**src/rtl/wb_pkg.sv**
```systemverilog
// Shared definitions for the writeback stage: opcode encodings, FSM states
// and the width helper for the load-return counter.
package wb_pkg;

  localparam logic [4:0] OPC_RTYPE = 5'b00000;
  localparam logic [4:0] OPC_JAL   = 5'b00011;
  localparam logic [4:0] OPC_ADDI  = 5'b00101;
  localparam logic [4:0] OPC_LW    = 5'b01000;

  typedef enum logic [1:0] {
    ST_IDLE    = 2'd0,
    ST_WAIT_LD = 2'd1,
    ST_DRAIN   = 2'd2
  } wb_state_e;

  // Counter must be able to hold the value n itself.
  function automatic int cnt_width(input int n);
    return (n < 1) ? 1 : $clog2(n + 1);
  endfunction

endpackage

```
**src/rtl/writeback_ctrl_pipe_if.sv**
```systemverilog
// Bundle of MEM-stage inputs, load-return inputs and register-file write
// outputs of the writeback stage, plus the FSM state for observation.
interface writeback_ctrl_pipe_if import wb_pkg::*; #(
  parameter int DW = 32,
  parameter int AW = 5
) ();
  // Handshake: an instruction is taken at a rising edge when in_valid=1,
  // stall_in=0, flush_in=0 and wb_busy=0; otherwise upstream holds it.
  // mem_rvalid is a one-cycle pulse with no backpressure.
  logic          in_valid;
  logic [31:0]   in_instr;
  logic [DW-1:0] in_alu;
  logic [DW-1:0] in_pc1;
  logic          in_exc;
  logic [DW-1:0] in_exc_code;
  logic          stall_in;
  logic          flush_in;
  logic          mem_rvalid;
  logic [DW-1:0] mem_rdata;
  logic          wb_wren;
  logic [AW-1:0] wb_reg;
  logic [DW-1:0] wb_data;
  logic          wb_busy;
  logic          jal_signal;
  logic          lw_signal;
  logic          ld_timeout;
  wb_state_e     dbg_state;

  modport slave (
    input  in_valid, in_instr, in_alu, in_pc1, in_exc, in_exc_code,
           stall_in, flush_in, mem_rvalid, mem_rdata,
    output wb_wren, wb_reg, wb_data, wb_busy, jal_signal, lw_signal,
           ld_timeout, dbg_state
  );

  modport master (
    output in_valid, in_instr, in_alu, in_pc1, in_exc, in_exc_code,
           stall_in, flush_in, mem_rvalid, mem_rdata,
    input  wb_wren, wb_reg, wb_data, wb_busy, jal_signal, lw_signal,
           ld_timeout, dbg_state
  );

endinterface

```
**src/rtl/wb_decode.sv**
```systemverilog
// Combinational writeback decode: which instructions write, where, and
// whether the write waits for a load return. An exception overrides the opcode.
module wb_decode import wb_pkg::*; #(
  parameter int AW         = 5,
  parameter int LINK_REG   = 31,
  parameter int STATUS_REG = 30
) (
  input  logic [31:0]   instr_i,
  input  logic          exc_i,
  output logic          is_write_o,
  output logic          is_jal_o,
  output logic          is_lw_o,
  output logic [AW-1:0] dest_o
);

  logic [4:0]    opc;
  logic [AW-1:0] rd;
  logic          unused_instr_bits;

  assign opc               = instr_i[31:27];
  assign rd                = instr_i[26:27-AW];
  assign unused_instr_bits = ^instr_i[26-AW:0];

  always_comb begin
    is_write_o = 1'b0;
    is_jal_o   = 1'b0;
    is_lw_o    = 1'b0;
    dest_o     = rd;
    if (exc_i) begin
      is_write_o = 1'b1;
      dest_o     = AW'(STATUS_REG);
    end else begin
      case (opc)
        OPC_RTYPE, OPC_ADDI: is_write_o = 1'b1;
        OPC_JAL: begin
          is_write_o = 1'b1;
          is_jal_o   = 1'b1;
          dest_o     = AW'(LINK_REG);
        end
        OPC_LW: begin
          is_write_o = 1'b1;
          is_lw_o    = 1'b1;
        end
        default: ;
      endcase
    end
  end

endmodule

```
**src/rtl/writeback_ctrl_pipe.sv**
```systemverilog
// MEM/WB stage: registered register-file write port with variable-latency
// load return, load timeout status write, flush/drain and r0 suppression.
module writeback_ctrl_pipe import wb_pkg::*; #(
  parameter int DW            = 32,
  parameter int AW            = 5,
  parameter int LINK_REG      = 31,
  parameter int STATUS_REG    = 30,
  parameter int LD_TIMEOUT    = 16,
  parameter int TIMEOUT_CODE  = 7,
  parameter int ZERO_SUPPRESS = 1
) (
  input  logic                  clock,
  input  logic                  reset,
  writeback_ctrl_pipe_if.slave  bus
);

  localparam int            CW       = cnt_width(LD_TIMEOUT);
  localparam logic [CW-1:0] TMO_CNT  = CW'(LD_TIMEOUT);
  localparam logic [AW-1:0] STATUS_A = AW'(STATUS_REG);
  localparam logic [DW-1:0] TMO_DATA = DW'(TIMEOUT_CODE);

  wb_state_e     state_q;
  logic [CW-1:0] cnt_q, cnt_d;
  logic [AW-1:0] rd_q;
  logic          wren_q, jal_q, lw_q, tmo_q;
  logic [AW-1:0] reg_q;
  logic [DW-1:0] data_q;

  logic          dec_write, dec_jal, dec_lw;
  logic [AW-1:0] dec_dest;
  logic          capture;

  wb_decode #(
    .AW         (AW),
    .LINK_REG   (LINK_REG),
    .STATUS_REG (STATUS_REG)
  ) u_decode (
    .instr_i    (bus.in_instr),
    .exc_i      (bus.in_exc),
    .is_write_o (dec_write),
    .is_jal_o   (dec_jal),
    .is_lw_o    (dec_lw),
    .dest_o     (dec_dest)
  );

  // State is checked inside the FSM; this is the upstream-side condition only.
  assign capture = bus.in_valid & ~bus.stall_in & ~bus.flush_in;
  assign cnt_d   = cnt_q + CW'(1);

  function automatic logic wr_ok(input logic [AW-1:0] r);
    return !((ZERO_SUPPRESS != 0) && (r == '0));
  endfunction

  always_ff @(posedge clock) begin
    if (reset) begin
      state_q <= ST_IDLE;
      cnt_q   <= '0;
      rd_q    <= '0;
      wren_q  <= 1'b0;
      reg_q   <= '0;
      data_q  <= '0;
      jal_q   <= 1'b0;
      lw_q    <= 1'b0;
      tmo_q   <= 1'b0;
    end else begin
      wren_q <= 1'b0;
      jal_q  <= 1'b0;
      lw_q   <= 1'b0;
      tmo_q  <= 1'b0;
      case (state_q)
        ST_IDLE: begin
          if (capture) begin
            if (dec_lw) begin
              state_q <= ST_WAIT_LD;
              cnt_q   <= '0;
              rd_q    <= dec_dest;
            end else if (dec_write) begin
              wren_q <= wr_ok(dec_dest);
              reg_q  <= dec_dest;
              data_q <= bus.in_exc ? bus.in_exc_code
                                   : (dec_jal ? bus.in_pc1 : bus.in_alu);
              jal_q  <= dec_jal;
            end
          end
        end
        ST_WAIT_LD: begin
          if (bus.flush_in) begin
            // A return arriving with the flush is already accounted for.
            cnt_q   <= '0;
            state_q <= bus.mem_rvalid ? ST_IDLE : ST_DRAIN;
          end else if (bus.mem_rvalid) begin
            wren_q  <= wr_ok(rd_q);
            reg_q   <= rd_q;
            data_q  <= bus.mem_rdata;
            lw_q    <= 1'b1;
            state_q <= ST_IDLE;
          end else if (cnt_d == TMO_CNT) begin
            wren_q  <= wr_ok(STATUS_A);
            reg_q   <= STATUS_A;
            data_q  <= TMO_DATA;
            tmo_q   <= 1'b1;
            cnt_q   <= '0;
            state_q <= ST_DRAIN;
          end else begin
            cnt_q <= cnt_d;
          end
        end
        ST_DRAIN: begin
          if (bus.flush_in) begin
            cnt_q <= '0;
          end else if (bus.mem_rvalid || (cnt_d == TMO_CNT)) begin
            cnt_q   <= '0;
            state_q <= ST_IDLE;
          end else begin
            cnt_q <= cnt_d;
          end
        end
        default: begin
          state_q <= ST_IDLE;
          cnt_q   <= '0;
        end
      endcase
    end
  end

  assign bus.wb_wren    = wren_q;
  assign bus.wb_reg     = reg_q;
  assign bus.wb_data    = data_q;
  assign bus.wb_busy    = (state_q != ST_IDLE);
  assign bus.jal_signal = jal_q;
  assign bus.lw_signal  = lw_q;
  assign bus.ld_timeout = tmo_q;
  assign bus.dbg_state  = state_q;

endmodule

```
**src/flat_wrapper.sv**
```systemverilog
// flat-port wrapper written by rule: the top's interface ports become plain ports
module writeback_ctrl_pipe_flat import wb_pkg::*;
#(
  parameter int DW            = 32,
  parameter int AW            = 5,
  parameter int LINK_REG      = 31,
  parameter int STATUS_REG    = 30,
  parameter int LD_TIMEOUT    = 16,
  parameter int TIMEOUT_CODE  = 7,
  parameter int ZERO_SUPPRESS = 1
)
  (clock, reset, bus_in_valid, bus_in_instr, bus_in_alu, bus_in_pc1, bus_in_exc, bus_in_exc_code, bus_stall_in, bus_flush_in, bus_mem_rvalid, bus_mem_rdata, bus_wb_wren, bus_wb_reg, bus_wb_data, bus_wb_busy, bus_jal_signal, bus_lw_signal, bus_ld_timeout, bus_dbg_state);
  writeback_ctrl_pipe_if #(.DW(DW), .AW(AW)) bus_i ();
  input  logic clock;
  input  logic reset;
  input wire logic [$bits(bus_i.in_valid)-1:0] bus_in_valid;
  input wire logic [$bits(bus_i.in_instr)-1:0] bus_in_instr;
  input wire logic [$bits(bus_i.in_alu)-1:0] bus_in_alu;
  input wire logic [$bits(bus_i.in_pc1)-1:0] bus_in_pc1;
  input wire logic [$bits(bus_i.in_exc)-1:0] bus_in_exc;
  input wire logic [$bits(bus_i.in_exc_code)-1:0] bus_in_exc_code;
  input wire logic [$bits(bus_i.stall_in)-1:0] bus_stall_in;
  input wire logic [$bits(bus_i.flush_in)-1:0] bus_flush_in;
  input wire logic [$bits(bus_i.mem_rvalid)-1:0] bus_mem_rvalid;
  input wire logic [$bits(bus_i.mem_rdata)-1:0] bus_mem_rdata;
  output wire logic [$bits(bus_i.wb_wren)-1:0] bus_wb_wren;
  output wire logic [$bits(bus_i.wb_reg)-1:0] bus_wb_reg;
  output wire logic [$bits(bus_i.wb_data)-1:0] bus_wb_data;
  output wire logic [$bits(bus_i.wb_busy)-1:0] bus_wb_busy;
  output wire logic [$bits(bus_i.jal_signal)-1:0] bus_jal_signal;
  output wire logic [$bits(bus_i.lw_signal)-1:0] bus_lw_signal;
  output wire logic [$bits(bus_i.ld_timeout)-1:0] bus_ld_timeout;
  output wire logic [$bits(bus_i.dbg_state)-1:0] bus_dbg_state;
  assign bus_i.in_valid = bus_in_valid;
  assign bus_i.in_instr = bus_in_instr;
  assign bus_i.in_alu = bus_in_alu;
  assign bus_i.in_pc1 = bus_in_pc1;
  assign bus_i.in_exc = bus_in_exc;
  assign bus_i.in_exc_code = bus_in_exc_code;
  assign bus_i.stall_in = bus_stall_in;
  assign bus_i.flush_in = bus_flush_in;
  assign bus_i.mem_rvalid = bus_mem_rvalid;
  assign bus_i.mem_rdata = bus_mem_rdata;
  assign bus_wb_wren = bus_i.wb_wren;
  assign bus_wb_reg = bus_i.wb_reg;
  assign bus_wb_data = bus_i.wb_data;
  assign bus_wb_busy = bus_i.wb_busy;
  assign bus_jal_signal = bus_i.jal_signal;
  assign bus_lw_signal = bus_i.lw_signal;
  assign bus_ld_timeout = bus_i.ld_timeout;
  assign bus_dbg_state = bus_i.dbg_state;
  writeback_ctrl_pipe #(.DW(DW), .AW(AW), .LINK_REG(LINK_REG), .STATUS_REG(STATUS_REG), .LD_TIMEOUT(LD_TIMEOUT), .TIMEOUT_CODE(TIMEOUT_CODE), .ZERO_SUPPRESS(ZERO_SUPPRESS)) u_core (.clock(clock), .reset(reset), .bus(bus_i));
endmodule
```
**config.mk**
```make
export PLATFORM = sky130hd
export DESIGN_NAME = writeback_ctrl_pipe_flat
export DESIGN_NICKNAME = d
export VERILOG_FILES = /design/src/rtl/wb_pkg.sv /design/src/rtl/writeback_ctrl_pipe_if.sv /design/src/rtl/wb_decode.sv /design/src/rtl/writeback_ctrl_pipe.sv /design/src/flat_wrapper.sv
export SDC_FILE = /design/constraint.sdc
export NUM_CORES = 1
export LEC_CHECK = 0
export CORE_ASPECT_RATIO = 1.5
export CORE_MARGIN = 2
export CORE_UTILIZATION = 39
export CTS_BUF_LIST = sky130_fd_sc_hd__clkbuf_8
export DETAILED_ROUTE_END_ITERATION = 8
export PLACE_DENSITY = 0.84
export SYNTH_ARGS = -nofsm -noshare
export SYNTH_HDL_FRONTEND = slang
export SYNTH_SLANG_ARGS = --single-unit
```
**constraint.sdc**
```tcl
create_clock -name clock -period 2.4 [get_ports clock]
set_clock_uncertainty 0.2 [all_clocks]
set_input_delay 0.72 -clock clock [delete_from_list [all_inputs] [get_ports clock]]
set_output_delay 0.72 -clock clock [all_outputs]
set_load 0.05 [all_outputs]
```
# Yosys cells after proc, flatten, opt, wreduce, memory -nomap -nowiden
# Index checks and enable logic that the tools add are counted.
# word_totals
register_bits,53
inputBits,167
# op_classes
n_addsub,1
eq_ne,16
n_mux,49
bitwise_logic,8
n_reduce_logical,17
# ops
operator,n
32-bit two-way mux,8
5-bit two-way mux,15
32-bit one-hot mux with 2 select lines,1
2-bit two-way mux,8
5-bit zero test,3
5-bit one-hot mux with 3 select lines,1
1-bit two-way mux,13
5-bit one-hot mux with 2 select lines,1
2-bit by 1-bit inequality test with 1-bit output (second input constant),4
4-bit OR reduction,2
2-bit inequality test (second input constant),3
1-bit inverter,6
2-bit one-hot mux with 3 select lines,1
3-bit AND reduction,2
6-bit AND reduction,1
5-bit by 1-bit adder with 5-bit output (second input constant),1
5-bit by 2-bit == test with 1-bit output (second input constant),1
5-bit by 3-bit == test with 1-bit output (second input constant),1
5-bit by 4-bit == test with 1-bit output (second input constant),1
5-bit == test (second input constant),1
5-bit AND reduction,1
5-bit OR reduction,1
4-bit by 3-bit inequality test with 1-bit output (second input constant),1
2-bit nonzero test,2
10 further kinds,12

# Longest topological paths before layout
# Gate-level depths: netlist of run 1.
# depth
word_depth,9
depth_mapped,10
ltp_nobuf,7

# Cells and area by module
# A second synthesis of run 1 with hierarchy kept.
# unflattened
hier_cells,446
area_unflattened_um2,3658.5
# modules_own_cells
mod,instances,cells_per_inst,area_each_um2,seq_area_each_um2
writeback_ctrl_pipe,1,430,3535.9,1061.0
wb_decode,1,16,122.6,0.0

# Least setup slack after synthesis of run 1
# No wires, ideal clock.
# synth_timing
path_kind,reg2reg
startpoint,register u_core.state_q[0] (netlist: u_core.bus.dbg_state[0])
endpoint,register u_core.data_q[25] (netlist: u_core.bus.wb_data[25])
setup_time_ns,0.133
arrival_ns,2.395
required_time_ns,2.067
path_slack_ns,-0.328
path_stages_with_launch,10
n_path_buf,2
period_less_slack_ns,2.728
path_cell_list,dfxtp_1 inv_1 ha_1 buf_2 inv_1 o311a_1 nand3_1 nor2_1 buf_2 a311oi_1
# synth_between
elab_chain_cells,3
elab_cells_between_ends,10
# synth_rtl
item,line_no,text
from (decl),writeback_ctrl_pipe.sv:22,wb_state_e state_q;
from (signal assigned),writeback_ctrl_pipe.sv:90,state_q <= bus.mem_rvalid ? ST_IDLE : ST_DRAIN;
2-bit by 1-bit == test with 1-bit output or 2-bit zero test (tied branches),writeback_ctrl_pipe.sv:70,case (state_q)
3-bit by 2-bit inequality test with 1-bit output (no source line) (tied with other cells),n/a,
6-bit AND reduction (no source line),n/a,
to (signal assigned),writeback_ctrl_pipe.sv:80,data_q <= bus.in_exc ? bus.in_exc_code
to (signal assigned),writeback_ctrl_pipe.sv:94,data_q <= bus.mem_rdata;
to (decl),writeback_ctrl_pipe.sv:27,logic [DW-1:0] data_q;
# Parallel ways exist; a longest one is shown, timed or not.
# A chain may end at the register's enable or synchronous reset.

# Final worst setup path of run 1
# layout_timing
startpoint,register u_core.lw_q (netlist: u_core.bus.lw_signal)
endpoint,output port bus_lw_signal
# layout_lines
item,line_no,text
from (decl),writeback_ctrl_pipe.sv:25,"logic wren_q, jal_q, lw_q, tmo_q;"
from (signal assigned),writeback_ctrl_pipe.sv:63,lw_q <= 1'b0;
from (signal assigned),writeback_ctrl_pipe.sv:68,lw_q <= 1'b0;
from (signal assigned),writeback_ctrl_pipe.sv:95,lw_q <= 1'b1;
to (decl),flat_wrapper.sv:31,output wire logic [$bits(bus_i.lw_signal)-1:0] bus_lw_signal;
# No word-level cell between the ends.

==> results of run 1 <==
==> Yosys cell counts (all sizes together) (2+ instances only) <==
| master | count | share of area (%) |
|---|---|---|
| o31ai | 3 | 0.65 |
| nor2 | 11 | 1.4 |
| dfxtp | 53 | 31 |
| nor2b | 5 | 0.91 |
| a311oi | 30 | 7.6 |
| o22ai | 3 | 0.54 |
| clkbuf | 25 | 2.7 |
| a31oi | 3 | 0.54 |
| nor4 | 5 | 0.91 |
| ha | 4 | 1.5 |
| nor3 | 2 | 0.29 |
| o2111ai | 2 | 0.51 |
| or4 | 4 | 0.87 |
| o32ai | 3 | 0.76 |
| nand3 | 10 | 1.5 |
| a221o | 29 | 8.4 |
| buf | 21 | 3.7 |
| a21oi | 76 | 11 |
| nand3b | 2 | 0.44 |
| or3 | 4 | 0.73 |
| mux2i | 2 | 0.69 |
| nor4b | 2 | 0.94 |
| nand4 | 4 | 0.91 |
| o21ai | 45 | 6.6 |
| nand2 | 41 | 4.5 |
| a211oi | 3 | 0.65 |
| inv | 44 | 4.8 |
| o31a | 4 | 1.0 |
| nand2b | 6 | 1.1 |
| or2 | 2 | 0.36 |
==> cells by family (layout without fill, tap and decap cells) <==
| logic type | after synthesis | in the layout | synth area share [%] |
|---|---|---|---|
| AOI/OAI and AO/OA | 207 | 207 | 39.87 |
| xor gates and xnor gates | 1 | 1 | 0.2542 |
| adders and majority gates | 4 | 4 | 1.452 |
| buffers and inverters | 90 | 287 | 11.26 |
| DFF | 53 | 53 | 30.79 |
| muxes | 2 | 2 | 0.6898 |
| and+or+nand+nor | 102 | 102 | 15.69 |
==> per-stage QoR <==
step,total power (uW),setup WS [ns],utilization (%)
2_1_floorplan,1409,0.01672,-
3_3_place_gp,1833,-0.4944,63.93
3_5_place_dp,1851,-0.6170,63.93
4_1_cts,2482,-0.01066,66.51
5_1_grt,2594,0.008796,67.10
6_report,2484,0.05671,67.10
==> final cells by class <==
| cell class | count | area share, % |
|---|---|---|
| Clock inverter | 3 | 0.7909 |
| Multi-Input combinational cell | 316 | 35.78 |
| Tap cell | 110 | 2.351 |
| Inverter | 44 | 2.886 |
| Sequential cell | 53 | 18.26 |
| Timing Repair Buffer | 235 | 38.76 |
| Clock buffer | 5 | 1.176 |
==> per-layer routing <==
metal / part of all wire (%) / up-vias
met5: 0 / -
met4: 3.7 / 0
met3: 7.6 / 39
met2: 53 / 227
met1: 36 / 2051
li1: - / 2103
==> path summary, 6_finish.rpt <==
path | slack [ns] | endpoint
worst max-delay path | 0.06 | bus_lw_signal
worst min-delay path | 0.28 | u_core.bus.wb_reg[2]
worst min register to register | 0.28 | u_core.bus.wb_reg[2]
worst max register to register | 0.27 | u_core.bus.wb_data[31]
==> layout by cell type, fill, tap and decap left out, types with 5 or more instances in the layout <==
cell type and count:
clkdlybuf4s50_1 138, a21oi_1 74, buf_4 71, dfxtp_1 51, o21ai_0 44, inv_1 43, nand2_1 41, a221o_1 29
a311oi_1 24, nand3_1 10, nor2_1 9, buf_12 7, nand2b_1 6, a311oi_2 6, dlymetal6s2s_1 6, nor2b_1 5
nor4_1 5, clkbuf_8 5
==> repair_timing <==
item	CTS	global route
setup endpoints to repair	44	25
gates cloned	2	0
pin swaps	6	6
setup buffers	2	1
resized for setup	18	18
==> power breakdown <==
part | internal [uW] | switching, uW | leakage, uW
logic | 462 | 462 | 0.00185
clock network | 313 | 310 | 0.0000543
registers | 916 | 21.5 | 0.000431
total | 1690 | 793 | 0.00233
==> metrics.md, run 1 <==
| Metric | Value |
|---|---|
| Crit path arrival time | `1.42 ns` |
| Met3 Use GR | `4.621%` |
| Crit path from | `u_core.bus.lw_signal` |
| Crit path buf inv count | `1` |
| CTS Sinks | `53` |
| Worst setup EP type | `output port` |
| Status | `finished, final reports clean` |
| Vias per std cell | `5.770` |
| Post-CTS Hold Fix Bufs | `0` |
| Yosys reg bits | `53` |
| Fin. Hold Viols | `0` |
| Req. time, crit path | `1.48 ns` |
| Initial antenna violation count | `0` |
| Avg Cell Area, Syn | `7.507 um^2` |
| Syn Nets | `630` |
| Element type at the critical path start | `flop` |
| Clock buffer count from CTS | `5` |
| Peak supply drop | `0.3050 mV` |
| Overflow after GRT | `0` |
| Hold path start | `u_core.bus.wb_reg[2]` |
| Critical path cell sequence | `clkdlybuf4s50_1` |
| Hold depth | `2` |
| # H-tree levels | `2` |
| RSZ-0062 raised after global routing | `no` |
| Boundary Pins | `211` |
| ANT cells | `0` |
| Yosys cell types | `49` |
| CTS tree | `built` |
| Met1 Usage GRT | `29.19%` |
| Iteration-0 DRC Markers | `255` |
| Pin count of the biggest net entering global routing | `59` |
| Core Area | `8723 um^2` |
| MaxCap Viol Count | `0` |
| Final min period | `2.343 ns` |
| Initial core utilization | `39.50%` |
| Die area | `9619 um^2` |
| Stages on worst setup path | `1` |
| Fraction of registers with async set/reset | `0%` |
| Wirelength, routed | `13190 um` |
| Worst reg2reg path depth | `8` |
| Largest delay contributor family on the critical path | `buffers and inverters` |
| Area grow syn2layout | `69.86%` |
| Slew @ Worst Pin | `0.6318 ns` |
| Reg2Reg Launch Point | `u_core.bus.dbg_state[1]` |
| Die H | `119.1 um` |
| Fill cell count | `761` |
| Rel. slew slack | `57.88%` |
| Pwr dens | `424.4 nW/um^2` |
| Via count | `4420` |
| Worst-path clk slew | `0.10 ns` |
| Initial DRT Pass Iterations | `5` |
| Global-route wire length before repair | `20470 um` |
| F_max | `426.8 MHz` |
| Dominant synthesized flop cell | `dfxtp_1` |
| Largest register FFs | `32` |
| Crit Path Max Fanout | `1` |
| Setup-failing EPs final | `0` |
| Vias in the first global route | `4419` |
| Synth Instances | `459` |
| Post-synth EDFFs | `0` |
| PortBufs | `188` |
| Grt met2 use | `49.79%` |
| Yosys warning count | `0` |
| Setup_tns | `0 ns` |
| Row count | `42` |
| Nets | `826` |
| Finished Cell Area | `5853 um^2` |
| Pleak | `0.002332 uW` |
| GRT Max-Usage Layer | `met2` |
| Dpl cell area | `5577 um^2` |
| Placed insts | `754` |
| Clk_lat worst skew | `0.31 ns` |
| CP Class | `flop to output port` |
| CTS max path bufs | `2` |
| Post-route ant nets | `0` |
| Sequential area share after synthesis | `30.79%` |
| GPL Wtd Cong | `0.9126` |
| Multi-input logic area | `2095 um^2` |
| Worst min path class | `flop to flop` |
| Slew Viols, Final | `0` |
| Layout cells sized above 1 | `17.84%` |
| DRC | `0` |
| Hpwl dp | `9797 um` |
| Syn Std Cell Area | `3446 um^2` |
| Final cell count without fillers | `766` |
| Wire per inst | `17.22 um` |
| Register area | `1069 um^2` |
| Total global-route track usage | `26.88%` |
| Final period util | `97.64%` |
| Die X | `80.75 um` |
| Critical path's largest stage delay | `0.79 ns` |
| Root buf cell | `clkbuf_8` |
| Slowest CP cell | `clkdlybuf4s50_1` |
| Worst hold slack | `0.2835 ns` |
Power figures use the tool's default switching activity.
==> inputs of run 2 (changes only) <==
- ABC_AREA: not set -> 1
- CORE_UTILIZATION: 39 -> 38
- PLACE_DENSITY: 0.84 -> 0.83
==> metrics.md, run 2 <==
| Metric | Value |
|---|---|
| Layout cells sized above 1 | `12.34%` |
| Wire per inst | `13.85 um` |
| Clock buffer count from CTS | `5` |
| Vias in the first global route | `4249` |
| Sw frac | `47.84%` |
| Post-synth top area share | `32.24%` |
| CTS max path bufs | `2` |
| Iteration-0 DRC Markers | `259` |
| Post-Synth XOR/XNOR Area | `0%` |
| Rel. slew slack | `66.29%` |
| Pin count of the biggest net entering global routing | `34` |
| Post-synthesis mux area share | `0%` |
| Row count | `41` |
| Most common cell after layout, fill and taps aside | `nand2_1` |
| CP Class | `flop to output port` |
| Complex-gate fraction of the synthesized area | `11.06%` |
| Synth top area cells | `dfxtp_1 32%, nand2_1 26%, nor2_1 10%` |
| Register area | `1061 um^2` |
| Yosys warning count | `0` |
| Initial DRT Pass Iterations | `5` |
| Worst min path class | `flop to flop` |
| Post-route ant nets | `0` |
| ANT cells | `0` |
| Fin. Hold Viols | `0` |
| Area grow syn2layout | `67.53%` |
| Root buf cell | `clkbuf_8` |
| Via count | `4373` |
| Worst slack, placed | `-0.3743 ns` |
| Post-Synth Adder-Cell Area | `1.521%` |
| PortBufs | `188` |
| Slowest CP cell | `clkdlybuf4s50_1` |
| Sequential area share after synthesis | `32.24%` |
| Die area | `9435 um^2` |
| Syn Std Cell Area | `3291 um^2` |
| Sequential share of power | `28.4%` |
| Pwr dens | `784.5 nW/um^2` |
| Clk_lat worst skew | `0.30 ns` |
| Nets | `933` |
| Crit path arrival time | `1.43 ns` |
| DRC | `0` |
| Avg Cell Area, Syn | `5.897 um^2` |
| Largest area contributor in the netlist | `dfxtp_1` |
| Hpwl dp | `9265 um` |
| Final period util | `97.98%` |
| Pleak | `0.002673 uW` |
| Overflow after GRT | `0` |
| Worst setup EP type | `output port` |
| Slew @ Worst Pin | `0.5041 ns` |
| Fraction of registers with async set/reset | `0%` |
| Die X | `79.98 um` |
| Most instantiated cells after synthesis | `224 x nand2_1, 89 x nor2_1, 53 x dfxtp_1` |
| F_max | `425.2 MHz` |
| Post-Synth Simple-Gate Area | `46.54%` |
| Final min period | `2.352 ns` |
| Count leader, synth | `nand2_1` |
| Final cell count without fillers | `869` |
| Syn Nets | `729` |
| GPL Wtd Cong | `0.9073` |
| Largest delay contributor family on the critical path | `buffers and inverters` |
| Synth Instances | `558` |
| Core Area | `8413 um^2` |
| Element type at the critical path start | `flop` |
| Final worst slack | `0.04836 ns` |
| CTS tree | `built` |
| Vias per std cell | `5.032` |
| Clock share of power | `11.8%` |
| Peak supply drop | `0.4991 mV` |
| Critical path cell sequence | `clkdlybuf4s50_1` |
| Global-route wire length before repair | `18820 um` |
| Initial antenna violation count | `0` |
| Crit path buf inv count | `1` |
| Req. time, crit path | `1.48 ns` |
| Internal Power | `2256 uW` |
| Critical path's largest stage delay | `0.80 ns` |
| P_sw | `2069 uW` |
| Yosys cell types | `30` |
| Combinational share of power | `59.9%` |
| Setup_tns | `0 ns` |
| Dominant synthesized flop cell | `dfxtp_1` |
| Yosys reg bits | `53` |
| Most frequent cells in the layout | `224 x nand2_1, 148 x clkdlybuf4s50_1, 89 x nor2_1` |
| Status | `finished, final reports clean` |
| CTS Sinks | `53` |
| Initial core utilization | `39.11%` |
| MaxCap Viol Count | `0` |
| Fill cell count | `779` |
| Total global-route track usage | `24.46%` |
| Placed insts | `855` |
| Wirelength, routed | `12040 um` |
| Worst-path clk slew | `0.09 ns` |
| # H-tree levels | `2` |
| Multi-input logic area | `1946 um^2` |
| Post-synth EDFFs | `0` |
| Setup-failing EPs final | `0` |
| Largest register FFs | `32` |
| Die H | `118.0 um` |
| Largest family of logic cells by synthesized area | `simple AND/OR/NAND/NOR gates` |
| Boundary Pins | `211` |
| Slew Viols, Final | `0` |
| Crit Path Max Fanout | `2` |
==> run 2: cell types whose count changed after synthesis, sizes merged, moves of 15 or more <==
cell / delta
nand3: +32
nor2: +82
a221o: -29
a21oi: -62
clkbuf: -15
a311oi: -30
inv: -15
nand2: +185
==> run 2: final timing paths <==
check | startpoint | cells after the start | end | slack, ns
max reg2reg | u_core.cnt_q[0] | 11 | u_core.bus.wb_data[26] | 0.27
min reg2reg | u_core.bus.wb_reg[2] | 2 | u_core.bus.wb_reg[2] | 0.29
min | u_core.bus.wb_reg[2] | 2 | u_core.bus.wb_reg[2] | 0.29
max | u_core.bus.wb_data[27] | 1 | bus_wb_data[27] | 0.05
==> run 2: cell type report <==
cell class | count | share of cell area, %
repair buffers | 227 | 39.38
clock inverters | 1 | 0.1362
multi-input cells | 446 | 35.29
inverters | 29 | 2.020
well taps | 107 | 2.428
clock buffers | 6 | 1.498
flip-flops and latches | 53 | 19.25
==> run 2: power by group through the flow <==
stage | combinational [uW] | sequential (uW) | clock, uW
after CTS | 2590 | 1230 | 528
after global placement | 2530 | 1240 | 0
after global routing | 2790 | 1250 | 558
after floorplan | 967 | 1920 | 0
after detailed placement | 2580 | 1240 | 0
final | 2590 | 1230 | 509
==> run 2: metrics by stage <==
stage | total power, uW | util (%) | hold WS (ns) | area, um^2
floorplan | 2887 | - | 0.2563 | 3291
global placement | 3763 | 63.01 | 0.2702 | 5301
CTS | 4348 | 64.11 | 0.2953 | 5394
global route | 4601 | 65.53 | 0.3197 | 5513
finish | 4325 | 65.53 | 0.2909 | 5513
detailed placement | 3821 | 63.01 | 0.2824 | 5301
==> run 2: cells by family after synthesis <==
logic type / after synthesis
compound gates: 70
simple gates: 372
buf+inv: 59
fa+ha+maj: 4
flops: 53
==> run 2: what timing repair did <==
item	CTS	global route
cloned	0	1
setup endpoints to repair	31	35
pin swaps	0	2
hold buffers	0	0
setup buffers	0	6
resized for setup	1	14
==> run 2: metal layers <==
layer  vias to the layer above  global-route usage [%]  wire length, um
met5                         -                       0                0
met4                         0                   8.157              278
met3                        20                   3.988              671
met2                       187                   46.82             6621
met1                      2000                   26.05             4468
li1                       2166                       -                -
==> inputs of run 3 (changes only) <==
- CELL_PAD_IN_SITES_DETAIL_PLACEMENT: not set -> 1
- CELL_PAD_IN_SITES_GLOBAL_PLACEMENT: not set -> 2
- CORE_UTILIZATION: 38 -> 17
- PLACE_DENSITY: 0.83 -> not set
- PLACE_DENSITY_LB_ADDON: not set -> 0.1
==> metrics.md, run 3 (synthesis results as in run 2) <==
| Metric | Value |
|---|---|
| Final period util | `95.92%` |
| Pwr dens | `794.7 nW/um^2` |
| GRT Max-Usage Layer | `met2` |
| Initial core utilization | `17.24%` |
| Placed insts | `1010` |
| Clk_lat worst skew | `0.35 ns` |
| Area grow syn2layout | `80.38%` |
| Fin. Hold Viols | `0` |
| MaxCap Viol Count | `0` |
| Layout cells sized above 1 | `15.65%` |
| Hold Path End | `u_core.bus.wb_reg[2]` |
| Reg2Reg Launch Point | `u_core.cnt_q[0]` |
| CP Class | `flop to output port` |
| Hpwl dp | `12260 um` |
| Overflow after GRT | `0` |
| Crit path from | `u_core.bus.dbg_state[1]` |
| Util after Layout | `31.10%` |
| Initial DRT Pass Iterations | `4` |
| Pleak | `0.002789 uW` |
| RSZ-0062 raised after global routing | `yes` |
| Worst min path class | `flop to flop` |
| Global-route wire length before repair | `23990 um` |
| Req. time, crit path | `1.48 ns` |
| CTS tree | `built` |
| Element type at the critical path start | `flop` |
| Die area | `20510 um^2` |
| CTS max path bufs | `2` |
| R2R Path End | `u_core.bus.wb_data[4]` |
| Worst-path clk slew | `0.12 ns` |
| Pin count of the biggest net entering global routing | `34` |
| Root buf cell | `clkbuf_8` |
| Setup-failing EPs final | `0` |
| Via count | `4298` |
| F_max | `434.4 MHz` |
| Final cell count without fillers | `1030` |
| Wirelength, routed | `16410 um` |
| Status | `finished, final reports clean` |
| Boundary Pins | `211` |
| Met3 Use GR | `3.281%` |
| CTS Sinks | `53` |
| Vias in the first global route | `4581` |
| Most frequent cells in the layout | `224 x nand2_1, 138 x clkdlybuf4s50_1, 87 x nor2_1` |
| Largest register FFs | `32` |
| Slew Viols, Final | `0` |
| Die X | `117.6 um` |
| Crit path arrival time | `1.38 ns` |
| # H-tree levels | `2` |
| Nets | `943` |
| GPL Wtd Cong | `0.7977` |
| Worst setup EP type | `output port` |
| Hold depth | `2` |
| Die H | `174.4 um` |
| Hold path start | `u_core.bus.wb_reg[2]` |
| Worst R2R Setup Slack | `0.26 ns` |
| Rel. slew slack | `66.67%` |
| Wire per inst | `15.93 um` |
| Final min period | `2.302 ns` |
| Core Area | `19080 um^2` |
| Iteration-0 DRC Markers | `136` |
| Most common cell after layout, fill and taps aside | `nand2_1` |
| Peak supply drop | `0.2570 mV` |
| Initial antenna violation count | `1` |
| Grt met2 use | `29.68%` |
| Vias per std cell | `4.173` |
| Crit Path Max Fanout | `6` |
| Post-route ant nets | `0` |
| Met1 Usage GRT | `14.67%` |
| Row count | `62` |
| Total global-route track usage | `14.82%` |
| Worst reg2reg path depth | `12` |
| DRC | `0` |
| Slew @ Worst Pin | `0.4992 ns` |
| Clock buffer count from CTS | `5` |
| PortBufs | `188` |
==> run 3: cell types whose count changed in the layout (fill, tap and decap cells not counted), sizes merged <==
cell           delta
buf              +14
clkdlybuf4s50    -10
dlygate4sd2       +3
clkbuf            +2
clkinv            +1
diode             +1
inv               +1
==> run 3: worst max-delay path by stage <==
stage,endpoint,slack [ns],cells past startpoint
floorplan,bus_wb_busy,0.06,3
global placement,u_core.bus.wb_data[10],-0.29,11
detailed placement,u_core.bus.wb_data[10],-0.34,13
CTS,bus_jal_signal,0.003,1
global route,bus_wb_busy,0.01,4
finish,bus_wb_busy,0.1,4
==> run 3: layout make-up <==
type | instances | area (um^2)
diodes | 1 | 2.502
multi-input cells | 446 | 1977
flip-flops and latches | 53 | 1062
well taps | 256 | 320.3
clock inverters | 3 | 25.02
inverters | 29 | 111.4
repair buffers | 237 | 2369
fillers | 2442 | 13150
clock buffers | 5 | 68.82
==> run 3: layer usage <==
layer | part of all wire [%] | routed length, um
met1 | 38 | 6217
met2 | 55 | 9074
met3 | 4.0 | 657
met4 | 2.8 | 462
met5 | 0 | 0
==> run 3: report_power, final <==
part	switching [uW]	internal (uW)	leakage, uW
Combinational	1820	1080	0.00231
Sequential	126	1100	0.000432
Clock	379	212	0.0000448
Total	2320	2400	0.00279
==> run 3: through the flow <==
stage	total power, uW	setup slack (ns)	area [um^2]	hold WS [ns]	setup TNS [ns]
after CTS	4611	0.003173	5693	0.2983	0
after global placement	3948	-0.2908	5603	0.2689	-12.10
after floorplan	2887	0.06028	3291	0.2563	0
after detailed placement	3988	-0.3387	5603	0.2740	-14.36
after global routing	5072	0.01064	5936	0.3205	0
final	4717	0.09800	5936	0.2940	0
==> run 3: critical path: stages, from the launching register on <==
cell and delay (ns):
dfxtp_1 0.40, inv_1 0.10, ha_1 0.28, inv_2 0.13
buf_12 0.14
==> run 3: repair_timing <==
action | 4_1_cts | 5_1_grt
endpoints found under the setup margin | 4 | 45
resized for setup | 4 | 25
hold buffers | 0 | 0
pin swaps | 0 | 7
gates cloned | 0 | 6
setup buffers | 0 | 5
